**config.mk**
```make
export PLATFORM = sky130hd
export DESIGN_NAME = ff_readback_flat
export DESIGN_NICKNAME = d
export VERILOG_FILES = /design/src/rtl/ff_readback_if.sv /design/src/rtl/ff_readback.sv /design/src/flat_wrapper.sv
export SDC_FILE = /design/constraint.sdc
export NUM_CORES = 1
export LEC_CHECK = 0
export CORE_ASPECT_RATIO = 2
export CORE_MARGIN = 2
export CORE_UTILIZATION = 46
export DETAILED_ROUTE_END_ITERATION = 16
export PLACE_DENSITY = 0.73
export SLEW_MARGIN = 15
export SYNTH_ARGS = -nofsm -noshare
export SYNTH_HDL_FRONTEND = slang
export SYNTH_SLANG_ARGS = --single-unit
```
**constraint.sdc**
```tcl
create_clock -name clk -period 1.7 [get_ports clk]
set_input_delay 0.17 -clock clk [delete_from_list [all_inputs] [get_ports clk]]
set_output_delay 0.17 -clock clk [all_outputs]
set_load 0.02 [all_outputs]
```
**src/rtl/ff_readback_if.sv**
```systemverilog
// Readback bus between the snapshot serializer and its consumer.
// master = ff_readback, slave = downstream consumer / storage bank driver.
interface ff_readback_if #(
    parameter int unsigned N_FF   = 64,
    parameter int unsigned WORD_W = 8
);
    logic              start;
    logic [N_FF-1:0]   q_in;
    logic              out_ready;
    logic              capture_en;
    logic              out_valid;
    logic [WORD_W-1:0] out_data;
    logic              out_last;
    logic              busy;
    logic              done;

    modport master (
        input  start, q_in, out_ready,
        output capture_en, out_valid, out_data, out_last, busy, done
    );

    modport slave (
        output start, q_in, out_ready,
        input  capture_en, out_valid, out_data, out_last, busy, done
    );
endinterface

```
**src/rtl/ff_readback.sv**
```systemverilog
// Freezes a storage-element bank, snapshots its Q bits and streams them out as words.
// Optional FF_READBACK_CRC_EN appends a CRC-8 (poly 0x07) word; that mode needs WORD_W = 8.
module ff_readback #(
    parameter int unsigned N_FF   = 64,
    parameter int unsigned WORD_W = 8
) (
    input  logic          clk,
    input  logic          rst_n,
    ff_readback_if.master bus
);
    localparam int unsigned NW    = (N_FF + WORD_W - 1) / WORD_W;
    localparam int unsigned PAD_W = NW * WORD_W;
`ifdef FF_READBACK_CRC_EN
    localparam int unsigned NTOT  = NW + 1;
`else
    localparam int unsigned NTOT  = NW;
`endif
    localparam int unsigned IDX_W = $clog2(NW + 1);

    typedef enum logic [1:0] {IDLE, CAPTURE, SEND, DONE} state_t;

    state_t            state;
    logic [N_FF-1:0]   snapshot;
    logic [IDX_W-1:0]  idx;

    logic [PAD_W-1:0]  padded_c;
    logic [IDX_W-1:0]  sel_c;
    logic [WORD_W-1:0] word_c;
    logic              last_c;

`ifdef FF_READBACK_CRC_EN
    logic [7:0] crc;
    logic [7:0] crc_next_c;

    // CRC-8, MSB first, one byte per call
    function automatic logic [7:0] crc8(input logic [7:0] c_in, input logic [7:0] d);
        logic [7:0] c;
        c = c_in ^ d;
        for (int i = 0; i < 8; i++)
            c = c[7] ? ((c << 1) ^ 8'h07) : (c << 1);
        return c;
    endfunction
`endif

    // Word to present next: word 0 on the first load, else the one after idx
    always_comb begin
        padded_c = PAD_W'(snapshot);
        sel_c    = bus.out_valid ? idx + IDX_W'(1) : '0;
        word_c   = WORD_W'(padded_c >> (32'(sel_c) * WORD_W));
`ifdef FF_READBACK_CRC_EN
        crc_next_c = crc8(crc, bus.out_data[7:0]);
        if (sel_c == IDX_W'(NW))
            word_c = WORD_W'(crc_next_c);
`endif
        last_c   = (sel_c == IDX_W'(NTOT - 1));
    end

    always_ff @(posedge clk or negedge rst_n) begin
        if (!rst_n) begin
            state          <= IDLE;
            snapshot       <= '0;
            idx            <= '0;
            bus.capture_en <= 1'b0;
            bus.out_valid  <= 1'b0;
            bus.out_data   <= '0;
            bus.out_last   <= 1'b0;
            bus.busy       <= 1'b0;
            bus.done       <= 1'b0;
`ifdef FF_READBACK_CRC_EN
            crc            <= '0;
`endif
        end else begin
            case (state)
                IDLE: begin
                    if (bus.start) begin
                        state          <= CAPTURE;
                        bus.capture_en <= 1'b1;
                        bus.busy       <= 1'b1;
                    end
                end
                CAPTURE: begin
                    snapshot       <= bus.q_in;
                    idx            <= '0;
                    bus.capture_en <= 1'b0;
                    state          <= SEND;
`ifdef FF_READBACK_CRC_EN
                    crc            <= '0;
`endif
                end
                SEND: begin
                    if (!bus.out_valid) begin
                        bus.out_valid <= 1'b1;
                        bus.out_data  <= word_c;
                        bus.out_last  <= last_c;
                    end else if (bus.out_ready) begin
                        if (bus.out_last) begin
                            state         <= DONE;
                            bus.out_valid <= 1'b0;
                            bus.out_last  <= 1'b0;
                            bus.out_data  <= '0;
                            bus.done      <= 1'b1;
                        end else begin
                            idx          <= sel_c;
                            bus.out_data <= word_c;
                            bus.out_last <= last_c;
`ifdef FF_READBACK_CRC_EN
                            crc          <= crc_next_c;
`endif
                        end
                    end
                end
                DONE: begin
                    bus.done <= 1'b0;
                    bus.busy <= 1'b0;
                    state    <= IDLE;
                end
                default: state <= IDLE;
            endcase
        end
    end
endmodule

```
**src/flat_wrapper.sv**
```systemverilog
// flat-port wrapper written by rule: the top's interface ports become plain ports
module ff_readback_flat 
#(
    parameter int unsigned N_FF   = 64,
    parameter int unsigned WORD_W = 8
)
  (clk, rst_n, bus_start, bus_q_in, bus_out_ready, bus_capture_en, bus_out_valid, bus_out_data, bus_out_last, bus_busy, bus_done);
  ff_readback_if #(.N_FF(N_FF), .WORD_W(WORD_W)) bus_i ();
  input  logic clk;
  input  logic rst_n;
  input wire logic [$bits(bus_i.start)-1:0] bus_start;
  input wire logic [$bits(bus_i.q_in)-1:0] bus_q_in;
  input wire logic [$bits(bus_i.out_ready)-1:0] bus_out_ready;
  output wire logic [$bits(bus_i.capture_en)-1:0] bus_capture_en;
  output wire logic [$bits(bus_i.out_valid)-1:0] bus_out_valid;
  output wire logic [$bits(bus_i.out_data)-1:0] bus_out_data;
  output wire logic [$bits(bus_i.out_last)-1:0] bus_out_last;
  output wire logic [$bits(bus_i.busy)-1:0] bus_busy;
  output wire logic [$bits(bus_i.done)-1:0] bus_done;
  assign bus_i.start = bus_start;
  assign bus_i.q_in = bus_q_in;
  assign bus_i.out_ready = bus_out_ready;
  assign bus_capture_en = bus_i.capture_en;
  assign bus_out_valid = bus_i.out_valid;
  assign bus_out_data = bus_i.out_data;
  assign bus_out_last = bus_i.out_last;
  assign bus_busy = bus_i.busy;
  assign bus_done = bus_i.done;
  ff_readback #(.N_FF(N_FF), .WORD_W(WORD_W)) u_core (.clk(clk), .rst_n(rst_n), .bus(bus_i));
endmodule
```
# After elaboration in Yosys (flattened, before gate mapping)
# Index checks and enable logic that the tools add are counted.
# classes
n_shift	1
n_mux	26
n_eq_ne	10
reduce_logical	11
n_addsub	1
# op_table
op	n
right shift 64 x 7 -> 8 bit	1
two-way mux 8 bit	3
two-way mux 4 bit	4
AND reduction 4 bit	3
two-way mux 1 bit	10
two-way mux 2 bit	4
!= test 2 bit, second input constant	4
one-hot mux 2 bit (4 select lines)	1
one-hot mux 4 bit (2 select lines)	1
nonzero test 2 bit	4
one-hot mux 1 bit (2 select lines)	3
AND reduction 2 bit	3
adder 4 x 1 -> 4 bit, second input constant	1
== test 2 bit, second input constant	2
== test 4 x 3 -> 1 bit, second input constant	1
!= test 2 x 1 -> 1 bit, second input constant	2
== test 2 x 1 -> 1 bit, second input constant	1
zero test 2 bit	1
# word_totals
wordCells	58
output_inout_bits	13
reg_bits	83
in_bits	68

# Longest topological paths before layout
# depth
depth_word	6
ltp_mapped	6

# Least setup slack after synthesis
# Ideal clock, no wire load.
# synth_timing
path_type	reg2reg
start	register u_core.idx[0]
end	register u_core.bus.out_data[0]
stages_incl_launch_ff	6
setup_ps	104
path_slack_ps	14
arrival_time_ps	1582
path_buffers	0
required_ps	1596
cell_sequence	dfrtp_1 ha_1 xnor2_1 nor2_2 a22o_2 o41ai_2
# synth_via
elab_chain_len	6
# synth_lines
element	line	source
from (decl)	ff_readback.sv:24	logic [IDX_W-1:0] idx;
from (signal assigned)	ff_readback.sv:103	idx <= sel_c;
adder 4 x 1 -> 4 bit *	ff_readback.sv:48	sel_c = bus.out_valid ? idx + IDX_W'(1) : '0;
two-way mux 4 bit *	ff_readback.sv:48	
right shift 64 x 7 -> 8 bit *	ff_readback.sv:49	word_c = WORD_W'(padded_c >> (32'(sel_c) * WORD_W));
two-way mux 8 bit	ff_readback.sv:96	if (bus.out_last) begin
two-way mux 8 bit	ff_readback.sv:95	end else if (bus.out_ready) begin
two-way mux 8 bit *	ff_readback.sv:91	if (!bus.out_valid) begin
to (signal assigned)	ff_readback.sv:93	bus.out_data <= word_c;
to (signal assigned)	ff_readback.sv:104	bus.out_data <= word_c;
to (decl)	ff_readback_if.sv:19	output capture_en, out_valid, out_data, out_last, busy, done
# Mark *: on every way between the ends. The rest lies on a longest branch, timed or not. The select of a mux whose other input is x is not followed.
# A chain may end at the register's enable or synchronous reset.

# Worst setup path in the final report
# layout_timing
start	register u_core.idx[0]
end	register u_core.bus.out_data[1]
# The elaborated chain is that of the path after synthesis.

==> run_results.csv <==
group,metric,value,unit
min_path,min_path_type,"input port to async pin",
cts,tritoncts,"done",
setup_path,arrival,1.95,ns
status,violations,"setup timing",
flow_run,cap_violations,0,
setup_path,max_stage_delay,0.47,ns
final_layout,final_nets,474,
global_routing,grt_usage,20.3,%
timing,fin_ws,-0.0347,ns
synth,synth_area_leader_cell,"dfrtp_1",
placed_design,io_buffers,80,
synth,synth.top_cell.area_share,53.2,%
power,ir_worst_vdd,910,uV
global_routing,grt_pass1_wl,14700,microns
floorplan,ios,81,
timing,timing_hold_violations_final,0,
synth,syn-num-nets,369,
timing,slew_viol_final,0,
drt,routed_wirelength,8840,microns
global_routing,gr-total-overflow,0,
cts,clk_path_buf_depth,2,
setup_path,cp_cell_sequence,"ha_4 -> nand2_2 -> a2111oi_1 -> buf_4 -> o41ai_2",
cts,cts.sinks,83,
setup_path,cpMaxStageDelayCell,"a2111oi_1",
global_routing,antenna_found_initial,0,
floorplan,dieArea,9290,sq um
synth,netlist_area,3900,sq um
placed_design,gp_congestion,0.871,
cts,cts_root_buf,"clkbuf_16",
floorplan,core,8230,sq um
drt,remaining_drc_errors,0,
timing,period_share,102,%
global_routing,grt_max_degree,52,
synth,yosysSeqAreaShare,53.2,%
synth,yosys_warnings,0,
setup_path,crit_path_start_kind,"register",
synth,synthTopCellsByArea,"dfrtp_1, mux2_2, mux2i_1",
power,powerDensity,1830,nW/um^2
setup_path,setup.worst_path.start,"u_core.idx[0]$_DFFE_PN0P_",
setup_path,crit_fanout,9,
cts,clk_pin_slew_worst_paths,0.06,ns
timing,slew_headroom,69.5,%
global_routing,grt_pass1_vias,2950,
timing,fin_crit,1.73,ns
drt,drtIter0Drc,161,
synth,synthDistinctLibCells,39,
timing,skew,0.00456,ns
setup_path,r2r_start,"u_core.idx[0]$_DFFE_PN0P_",
power,power.leakage,2.29,nW
cts,insertion_delay,0.34,ns
drt,via_per_inst,5.39,
drt,wl_per_cell,17.6,microns
synth,syn_area_per_cell,13.2,sq um
drt,num_vias,2709,
timing,fmax,0.576,GHz
cts,numCtsBuffers,9,
drt,drtAntennaViolNets,0,
timing,hold_ws,0.300,ns
synth,ys_ff_latch,83,
floorplan,initial_core_util,47.4,%
final_layout,layout_common_cells,"dfrtp_1, clkdlybuf4s50_1, mux2_2, nand2_1, buf_4",
final_layout,layout_commonest_cell,"dfrtp_1",
setup_path,cp.buffers_inverters,1,
setup_path,crit_type,"register to register",
status,outcome,"finished with violations",
final_layout,fin_area,5400,sq um
placed_design,pre_cts_ws,-0.148,ns
setup_path,cp.required,1.92,ns
floorplan,fp.dieW,69.2,microns
timing,worst_pin_slew,0.456,ns
setup_path,critical_path.top_delay_family,"compound AO/OA/AOI/OAI gates",
drt,drt_pass1_iterations,4,
floorplan,num_rows,47,
floorplan,chipHeight,134,microns
synth,syn-instance-count,296,
timing,setup_viol,1,
setup_path,endpoint_kind,"register",
final_layout,diodes,0,
final_layout,drive_gt1_share,35.1,%
timing,rsz0062_at_grt,"yes",
final_layout,area_growth,38.4,%
placed_design,place_area,4930,sq um
placed_design,place_hpwl,6550,microns
cts,htreeDepth,3,
-- cell usage after synthesis (all sizes together) --
library cell / count
dfrtp: 83
mux2: 65
nand2: 32
mux2i: 17
buf: 9
nor2b: 9
a2111oi: 8
a22o: 8
and3: 8
o21ai: 8
o41ai: 8
clkbuf: 6
nand3: 6
ha: 5
inv: 5
nand2b: 3
a21oi: 2
nor2: 2
a32o: 1
and2b: 1
nand3b: 1
nand4: 1
nand4b: 1
nor3: 1
o21a: 1
o22a: 1
o2bb2ai: 1
o31ai: 1
xnor2: 1
xor2: 1
-- worst register-to-register path: stages (launching register included) --
cell	delay (ns)
dfrtp_1	0.41
ha_4	0.31
nand2_2	0.15
a2111oi_1	0.48
buf_4	0.20
o41ai_2	0.06
-- kinds of logic after synthesis --
group / Yosys count / share of synthesized area [%]
compound gates: 39 / 9.74
xor+xnor: 2 / 0.641
fa+ha+maj: 5 / 1.60
buf+inv: 20 / 2.85
flops: 83 / 53.2
mux: 82 / 23.1
simple gates: 65 / 8.88
-- timing repair --
action                                  CTS  global route
pin swaps                                 1            12
cloned                                    1             0
endpoints found under the setup margin    9            10
hold endpoints to repair                 25             0
setup buffers                             0             4
hold buffers                              1             0
resized for setup                        14             9
-- state kept, by name (all words and copies together) (netlist names), 2 cells and up --
name                 flops
u_core.bus.out_data      8
u_core.state             2
u_core.idx               4
u_core.padded_c         64
-- per-layer routing --
| metal | track usage, % | share of wire (%) |
|---|---|---|
| met5 | 0 | 0 |
| met4 | 11.0 | 3.7 |
| met3 | 4.96 | 3.5 |
| met2 | 35.1 | 55 |
| met1 | 22.8 | 38 |
-- layout make-up --
type | instances | area (sq um)
Multi-Input combinational cell | 194 | 1810
Tap cell | 98 | 123
Clock buffer | 14 | 284
Clock inverter | 1 | 30.0
Timing Repair Buffer | 108 | 1050
Sequential cell | 83 | 2080
Inverter | 5 | 18.8
Fill cell | 648 | 2830
-- final timing paths --
check | depth (start not counted) | slack [ns] | to
min in group clk | 2 | 0.44 | u_core.padded_c[50]$_DFFE_PN0P_
max in group asynchronous | 3 | 0.81 | u_core.bus.out_valid$_DFFE_PN0N_
worst max register to register | 5 | -0.03 | u_core.bus.out_data[1]$_DFFE_PN0P_
worst min register to register | 2 | 0.49 | u_core.bus.out_data[1]$_DFFE_PN0P_
worst max-delay path | 5 | -0.03 | u_core.bus.out_data[1]$_DFFE_PN0P_
worst min-delay path | 2 | 0.30 | u_core.padded_c[33]$_DFFE_PN0P_
-- through the flow --
stage,utilization (%),power [W],cells,TNS [ns]
floorplan,-,0.00626,296,0
global route,65.6,0.0105,503,-0.119
CTS,64.9,0.00987,499,0
detailed placement,59.9,0.00770,482,-1.10
global placement,59.9,0.00757,482,-0.199
finish,65.6,0.00991,503,-0.0347
-- where the power goes --
group,total (W),switching [W],internal [W],leakage (nW)
registers,0.00352,0.000566,0.00295,0.987
logic,0.00437,0.00195,0.00242,1.15
clock network,0.00202,0.000731,0.00129,0.155
total,0.00991,0.00324,0.00667,2.29
No activity file was read; power rests on OpenSTA's default activity.
